`config.mk`:
```
export PLATFORM = sky130hd
export DESIGN_NAME = emsg_expand
export DESIGN_NICKNAME = d
export VERILOG_FILES = /design/src/rtl/emsg_expand_pkg.sv /design/src/rtl/emsg_lane.sv /design/src/rtl/emsg_expand.sv
export SDC_FILE = /design/constraint.sdc
export NUM_CORES = 1
export LEC_CHECK = 0
export CELL_PAD_IN_SITES_DETAIL_PLACEMENT = 0
export CELL_PAD_IN_SITES_GLOBAL_PLACEMENT = 2
export CORE_UTILIZATION = 29
export DETAILED_ROUTE_END_ITERATION = 10
export PLACE_DENSITY = 0.74
export RECOVER_POWER = 50
export SLEW_MARGIN = 5
export SYNTH_ARGS = -nofsm -noshare
export SYNTH_HDL_FRONTEND = slang
export SYNTH_HIERARCHICAL = 1
export SYNTH_SLANG_ARGS = --single-unit
```
`constraint.sdc`:
```
create_clock -name clk -period 3.2 [get_ports clk]
set_input_delay 0.32 -clock clk [delete_from_list [all_inputs] [get_ports clk]]
set_output_delay 0.32 -clock clk [all_outputs]
set_load 0.01 [all_outputs]
```
`src/rtl/emsg_expand_pkg.sv`:
```
// Shared definitions for the check-node message compressor/expander pair.
// Holds the default geometry (W, WC, P, NB, POS_W), the bit offsets of the
// fields inside a compressed message, and the expander FSM state type.
// Compressed message layout, MSB to LSB:
//   {min1[W-2:0], min2[W-2:0], pos[POS_W-1:0], sign[WC-1:0]}
package emsg_expand_pkg;

    localparam int W     = 6;       // bits per expanded message (sign + magnitude)
    localparam int WC    = 18;      // check-node degree
    localparam int P     = 6;       // messages per output beat
    localparam int NB    = WC / P;  // beats per compressed message
    localparam int POS_W = 5;       // width of the min1 position field

    // Field offsets for the default geometry.
    localparam int SIGN_LSB = 0;
    localparam int POS_LSB  = SIGN_LSB + WC;
    localparam int MIN2_LSB = POS_LSB + POS_W;
    localparam int MIN1_LSB = MIN2_LSB + (W - 1);
    localparam int ECOMP_W  = MIN1_LSB + (W - 1);

    // Offsets for an arbitrary geometry, so parameterised instances stay
    // consistent with the layout above.
    function automatic int pos_lsb(input int wc);
        return wc;
    endfunction

    function automatic int min2_lsb(input int wc);
        return wc + POS_W;
    endfunction

    function automatic int min1_lsb(input int w, input int wc);
        return wc + POS_W + (w - 1);
    endfunction

    typedef enum logic {
        ST_IDLE = 1'b0,
        ST_EMIT = 1'b1
    } state_e;

endpackage

```
`src/rtl/emsg_lane.sv`:
```
// One expanded-message lane: turns the compressed fields into the W-bit
// sign-magnitude message for a single edge.
// Ports:
//   edge_idx_i  edge index served by this lane in the current beat
//   min1_i      smallest magnitude of the check node
//   min2_i      second smallest magnitude (sent back to the min1 edge)
//   pos_i       edge index that held min1 (>= WC means "no such edge")
//   sign_i      final sign of this edge
//   msg_o       {sign, magnitude}, sign forced 0 for a zero magnitude
module emsg_lane #(
    parameter int W   = 6,
    parameter int WC  = 18,
    parameter int OFS = 0,
    parameter int EW  = 5
) (
    input  logic [EW-1:0]                   edge_idx_i,
    input  logic [W-2:0]                    min1_i,
    input  logic [W-2:0]                    min2_i,
    input  logic [emsg_expand_pkg::POS_W-1:0] pos_i,
    input  logic                            sign_i,
    output logic [W-1:0]                    msg_o
);

    localparam int MAG_W = W - 1;

    logic             pos_hit;
    logic [MAG_W-1:0] raw_mag;
    logic [MAG_W-1:0] mag;

    // An out-of-range position never matches, so every edge gets min1.
    assign pos_hit = (int'(pos_i) < WC) && (EW'(pos_i) == edge_idx_i);
    assign raw_mag = pos_hit ? min2_i : min1_i;

    // Offset min-sum: subtract OFS, clamp at zero instead of wrapping.
    assign mag = (int'(raw_mag) > OFS) ? (raw_mag - MAG_W'(OFS)) : '0;

    // A zero magnitude carries no sign, keeping a unique encoding of zero.
    assign msg_o = {sign_i && (mag != '0), mag};

endmodule

```
`src/rtl/emsg_expand.sv`:
```
// Check-node message expander. Accepts one compressed message and streams
// its WC expanded messages out as NB beats of P lanes each, with
// valid/ready handshakes on both sides. A new compressed message may be
// accepted in the same cycle the last beat of the previous one transfers,
// giving one message per NB cycles back-to-back.
// Ports:
//   clk        clock, rising edge
//   rst        asynchronous active-low reset
//   ecomp      compressed message {min1, min2, pos, sign}
//   in_valid   ecomp valid
//   in_ready   block can accept ecomp this cycle
//   out_msg    P lanes of W bits; lane j is edge out_beat*P+j
//   out_valid  out_msg valid
//   out_ready  downstream accepts out_msg this cycle
//   out_beat   index of the current beat
//   out_last   high on the final beat of a message
module emsg_expand #(
    parameter int W   = emsg_expand_pkg::W,
    parameter int WC  = emsg_expand_pkg::WC,
    parameter int P   = emsg_expand_pkg::P,   // WC must be a multiple of P
    parameter int OFS = 0
) (
    input  logic                                           clk,
    input  logic                                           rst,
    input  logic [2*(W-1)+emsg_expand_pkg::POS_W+WC-1:0]   ecomp,
    input  logic                                           in_valid,
    output logic                                           in_ready,
    output logic [P*W-1:0]                                 out_msg,
    output logic                                           out_valid,
    input  logic                                           out_ready,
    output logic [((WC/P) > 1 ? $clog2(WC/P) : 1)-1:0]     out_beat,
    output logic                                           out_last
);

    import emsg_expand_pkg::*;

    localparam int N_BEATS = WC / P;
    localparam int BEAT_W  = (N_BEATS > 1) ? $clog2(N_BEATS) : 1;
    localparam int MAG_W   = W - 1;
    localparam int EW      = ($clog2(WC) > POS_W) ? $clog2(WC) : POS_W;
    localparam int F_POS   = pos_lsb(WC);
    localparam int F_MIN2  = min2_lsb(WC);
    localparam int F_MIN1  = min1_lsb(W, WC);

    state_e             state_q, state_d;
    logic [BEAT_W-1:0]  beat_q,  beat_d;
    logic [MAG_W-1:0]   min1_q,  min1_d;
    logic [MAG_W-1:0]   min2_q,  min2_d;
    logic [POS_W-1:0]   pos_q,   pos_d;
    logic [WC-1:0]      sign_q,  sign_d;

    logic in_xfer;
    logic out_xfer;

    assign out_valid = (state_q == ST_EMIT);
    assign out_last  = out_valid && (beat_q == BEAT_W'(N_BEATS - 1));
    assign out_beat  = beat_q;
    // Accepting on the last beat only depends on out_ready, never on in_valid,
    // so there is no combinational loop through an upstream handshake.
    assign in_ready  = (state_q == ST_IDLE) || (out_last && out_ready);
    assign in_xfer   = in_valid && in_ready;
    assign out_xfer  = out_valid && out_ready;

    always_comb begin
        state_d = state_q;
        beat_d  = beat_q;
        min1_d  = min1_q;
        min2_d  = min2_q;
        pos_d   = pos_q;
        sign_d  = sign_q;

        if (in_xfer) begin
            min1_d = ecomp[F_MIN1 +: MAG_W];
            min2_d = ecomp[F_MIN2 +: MAG_W];
            pos_d  = ecomp[F_POS  +: POS_W];
            sign_d = ecomp[WC-1:0];
        end

        case (state_q)
            ST_IDLE: begin
                if (in_xfer) begin
                    state_d = ST_EMIT;
                    beat_d  = '0;
                end
            end
            ST_EMIT: begin
                if (out_xfer) begin
                    if (out_last) begin
                        // in_xfer here means the next message starts at once.
                        beat_d  = '0;
                        state_d = in_xfer ? ST_EMIT : ST_IDLE;
                    end else begin
                        beat_d = beat_q + 1'b1;
                    end
                end
            end
            default: begin
                state_d = ST_IDLE;
                beat_d  = '0;
            end
        endcase
    end

    always_ff @(posedge clk or negedge rst) begin
        if (!rst) begin
            state_q <= ST_IDLE;
            beat_q  <= '0;
            min1_q  <= '0;
            min2_q  <= '0;
            pos_q   <= '0;
            sign_q  <= '0;
        end else begin
            state_q <= state_d;
            beat_q  <= beat_d;
            min1_q  <= min1_d;
            min2_q  <= min2_d;
            pos_q   <= pos_d;
            sign_q  <= sign_d;
        end
    end

    // Lanes read the registered fields directly; out_msg is zero when idle.
    for (genvar gi = 0; gi < P; gi++) begin : g_lane
        logic [EW-1:0] edge_idx;
        logic [W-1:0]  lane_msg;

        assign edge_idx = EW'(int'(beat_q) * P + gi);

        emsg_lane #(
            .W   (W),
            .WC  (WC),
            .OFS (OFS),
            .EW  (EW)
        ) u_lane (
            .edge_idx_i (edge_idx),
            .min1_i     (min1_q),
            .min2_i     (min2_q),
            .pos_i      (pos_q),
            .sign_i     (sign_q[edge_idx]),
            .msg_o      (lane_msg)
        );

        assign out_msg[gi*W +: W] = out_valid ? lane_msg : '0;
    end

endmodule

```
==> insert_results.sql <==
INSERT INTO impl_metrics (metric_group, metric, value, unit) VALUES
('yosys', 'yosysTopAreaCell', 'sky130_fd_sc_hd__dfrtp_1', ''),
('route', 'post-route-drc-count', '0', ''),
('worst_setup_path', 'timing.reg2reg.worst_path_depth', '7', ''),
('sta', 'final-setup-viol-count', '0', ''),
('floorplan', 'ios', '78', ''),
('power', 'max-vdd-ir-drop', '0.0004702', 'V'),
('clock_tree', 'cts_tree', 'done', ''),
('yosys', 'synth_cells', '293', ''),
('sta', 'drv_slew', '37', ''),
('min_path', 'worstHoldEndpoint', 'sign_q[7]', ''),
('global_route', 'total_gr_overflow', '0', ''),
('clock_tree', 'cts_hold_buf', '0', ''),
('yosys', 'mappedNetlistArea', '3163', 'µm²'),
('floorplan', 'floorplan.die.width', '106.4', 'µm'),
('yosys', 'yosys-mux-area-fraction', '0.3263', ''),
('route', 'dr_total_vias', '2665', ''),
('layout', 'num-nets-final', '448', ''),
('clock_tree', 'total_clock_buffers_created_by_cts', '5', ''),
('route', 'firstDrtPassIters', '4', ''),
('layout', 'syn2layout_area_growth', '44.15', '%'),
('power', 'power_density', '1174', 'nW/µm²'),
('route', 'routed_via_density', '4.917', ''),
('sta', 'period_needed', '3.115', 'ns'),
('worst_setup_path', 'crit_path_end_kind', 'output pin', ''),
('yosys', 'ys_types', '37', ''),
('global_route', 'grt_start_max_net_pins', '37', ''),
('sta', 'finalHoldViolations', '0', ''),
('worst_setup_path', 'critPathRequiredTime', '2.88', 'ns'),
('min_path', 'hold_start', 'sign_q[7]', ''),
('yosys', 'synth.top_cell.area_share', '0.2848', ''),
('power', 'cellLeakagePower', '1.840', 'nW'),
('placement', 'gpl.final_weighted_congestion', '0.7182', ''),
('placement', 'port_buffers', '77', ''),
('yosys', 'post_synth_and_or_nand_nor_area_fraction', '0.1915', ''),
('route', 'wl_per_cell', '16.66', 'µm'),
('placement', 'placedInstanceArea', '4148', 'µm²'),
('yosys', 'dominant_combinational_cell_family_by_area_after_synthesis', 'multiplexers', ''),
('yosys', 'synth.avg_cell_area', '10.80', 'µm²'),
('yosys', 'async_flop_share', '1.000', ''),
('floorplan', 'die_y', '106.4', 'µm'),
('clock_tree', 'clkTransAtPathRegs', '0.07', 'ns'),
('worst_setup_path', 'reg2reg_slack', '0.93', 'ns'),
('sta', 'timing.setup.tns', '0', 'ns'),
('layout', 'num_antenna_cells', '0', ''),
('min_path', 'min_path_type', 'reg -> reg', ''),
('floorplan', 'effective_utilization_at_floorplan', '0.3023', ''),
('yosys', 'synth_seq_area_share', '0.2848', ''),
('worst_setup_path', 'cp_data_arrival_time', '2.79', 'ns'),
('worst_setup_path', 'setup.worst_path.class', 'reg -> out', ''),
('yosys', 'netlist_top_cells_area', 'sky130_fd_sc_hd__dfrtp_1, sky130_fd_sc_hd__mux2_2, sky130_fd_sc_hd__and2_1', ''),
('worst_setup_path', 'worst_flop_to_flop_path_endpoint', 'min1_q[2]', ''),
('floorplan', 'fp.coreArea', '10460', 'µm²'),
('outcome', 'failed_checks', 'capacitance limit, slew limit', ''),
('flow_run', 'timing.max_cap.violations', '1', ''),
('global_route', 'via_count_of_the_first_global_routing_pass', '2609', ''),
('sta', 'unrepaired_setup_endpoints_after_global_routing', 'true', ''),
('yosys', 'complex_gate_fraction_of_the_synthesized_area', '0.07318', ''),
('outcome', 'status', 'complete, but fails checks', ''),
('sta', 'worst_slew_pin_tran', '1.984', 'ns'),
('worst_setup_path', 'crit_fanout', '5', ''),
('sta', 'finalClockSkew', '0.004626', 'ns'),
('clock_tree', 'number_of_buffers_between_clock_root_and_the_deepest_sink', '2', ''),
('floorplan', 'die_area', '11330', 'µm²'),
('route', 'number_of_violations_reported_at_the_end_of_detailed_routing_iteration_0', '115', ''),
('clock_tree', 'clock_tree.htree_level_count', '2', ''),
('yosys', 'edff_count_synth', '0', ''),
('global_route', 'global_route.usage.total', '0.1660', ''),
('global_route', 'grt_first_pass_wirelength', '14520', 'µm'),
('clock_tree', 'worst_skew_pair.late_latency', '0.29', 'ns'),
('placement', 'dpl.hpwl', '6245', 'µm'),
('worst_setup_path', 'cp-start-kind', 'flop', '');
[routing by layer]
layer  share of wire  routed length (µm)  global-route usage
met2            0.50                4510              0.2792
met3           0.042                 375             0.02146
met1            0.45                4035              0.2221
met4           0.012                 108             0.04795
met5               0                   0                   0
[final cells by class]
cell class | instances | area (µm²)
inverters | 3 | 16.27
fillers | 1071 | 5903
multi-input cells | 246 | 2342
repair buffers | 114 | 1031
well taps | 136 | 170.2
flip-flops and latches | 36 | 903.4
clock buffers | 7 | 96.34
[synth_stat cells (all sizes together), types with 2 or more instances]
master and count:
a21oi 7, and2 37, buf 8, clkbuf 4, conb 2, dfrtp 36
ha 5, inv 3, mux2 65, mux2i 12, mux4 7, nand2 9
nand2b 2, nand3 8, nand3b 6, nor2 3, nor2b 2, nor3b 2
nor4b 6, o21ai 16, o31ai 2, or3 6, or3b 2, or4 12
xnor2 19, xor2 7
[cells in the final DEF (no fill, tap or decap), types with 2 or more instances in the layout]
cell type	n
sky130_fd_sc_hd__mux2_2	64
sky130_fd_sc_hd__clkdlybuf4s50_1	42
sky130_fd_sc_hd__and2_1	37
sky130_fd_sc_hd__dfrtp_1	34
sky130_fd_sc_hd__buf_4	31
sky130_fd_sc_hd__dlygate4sd2_1	29
sky130_fd_sc_hd__xnor2_1	17
sky130_fd_sc_hd__o21ai_0	14
sky130_fd_sc_hd__mux2i_1	12
sky130_fd_sc_hd__or4_1	12
sky130_fd_sc_hd__nand2_1	9
sky130_fd_sc_hd__nand3_1	7
sky130_fd_sc_hd__clkbuf_8	7
sky130_fd_sc_hd__nand3b_1	6
sky130_fd_sc_hd__xor2_1	6
sky130_fd_sc_hd__conb_1	6
sky130_fd_sc_hd__a21oi_4	6
sky130_fd_sc_hd__mux4_1	5
sky130_fd_sc_hd__or3_1	4
sky130_fd_sc_hd__buf_6	4
sky130_fd_sc_hd__dlymetal6s2s_1	4
sky130_fd_sc_hd__ha_4	3
sky130_fd_sc_hd__nor4b_2	3
sky130_fd_sc_hd__inv_4	2
sky130_fd_sc_hd__xnor2_2	2
sky130_fd_sc_hd__mux4_2	2
sky130_fd_sc_hd__nor2_1	2
sky130_fd_sc_hd__nor3b_1	2
sky130_fd_sc_hd__o21ai_1	2
sky130_fd_sc_hd__nand2b_1	2
sky130_fd_sc_hd__nor2b_1	2
sky130_fd_sc_hd__or3b_2	2
sky130_fd_sc_hd__o31ai_1	2
sky130_fd_sc_hd__ha_2	2
sky130_fd_sc_hd__nor4b_1	2
sky130_fd_sc_hd__or3_4	2
sky130_fd_sc_hd__dfrtp_2	2
[stage by stage]
step / hold slack (ns) / setup WS [ns] / power [mW] / util / instances
floorplan: 0.02441 / 0.04656 / 3.283 / - / 297
global placement: 0.5127 / 0.07035 / 4.770 / 0.3964 / 512
detailed placement: 0.5158 / 0.01710 / 4.788 / 0.3964 / 512
CTS: 0.4706 / 0.01999 / 5.196 / 0.4230 / 536
global route: 0.5586 / -0.03552 / 5.777 / 0.4358 / 542
finish: 0.5356 / 0.08539 / 5.355 / 0.4358 / 542
[registers in the layout (all words and copies together) (netlist names)]
register / flops
min1_q: 5
sign_q: 18
out_beat: 2
pos_q: 5
out_valid: 1
min2_q: 5
[cell families (layout without fill, tap and decap cells)]
family                     count (synthesis)  count (layout)
AOI/OAI and AO/OA                         29              29
xor gates and xnor gates                  26              26
adders and majority gates                  5               5
buffers and inverters                     15             124
DFF                                       36              36
muxes                                     84              84
other                                      2               6
and+or+nand+nor                           96              96
[power breakdown]
group          switching [mW]  total (mW)  internal, mW
Combinational            1.60        3.78          2.18
Clock                   0.158       0.349         0.192
Sequential              0.548        1.23         0.678
[worst max path at each step]
stage	startpoint	end	slack, ns	cells after the start
3_3_place_gp	out_beat[0]	out_msg[8]	0.07	10
4_1_cts	out_beat[0]	out_msg[35]	0.02	11
3_5_place_dp	out_beat[0]	out_msg[13]	0.02	9
2_1_floorplan	out_beat[0]	out_msg[12]	0.05	11
5_1_grt	out_beat[1]	out_msg[8]	-0.04	10
6_report	out_beat[1]	out_msg[13]	0.09	9
[critical path, cell delays in order, from the launching register on]
cell and delay [ns]:
sky130_fd_sc_hd__dfrtp_2 0.48, sky130_fd_sc_hd__ha_4 0.35, sky130_fd_sc_hd__inv_4 0.06, sky130_fd_sc_hd__xor2_1 0.13, sky130_fd_sc_hd__or3_4 0.35, sky130_fd_sc_hd__a21oi_4 0.24, sky130_fd_sc_hd__buf_4 0.15, sky130_fd_sc_hd__mux2_2 0.31
sky130_fd_sc_hd__and2_1 0.15, sky130_fd_sc_hd__dlygate4sd2_1 0.28
[repair_timing]
action	in CTS	in global routing
setup endpoints to repair	36	28
pin swaps	7	6
resized for setup	48	24
setup buffers	17	6
Power figures use the tool's default switching activity.
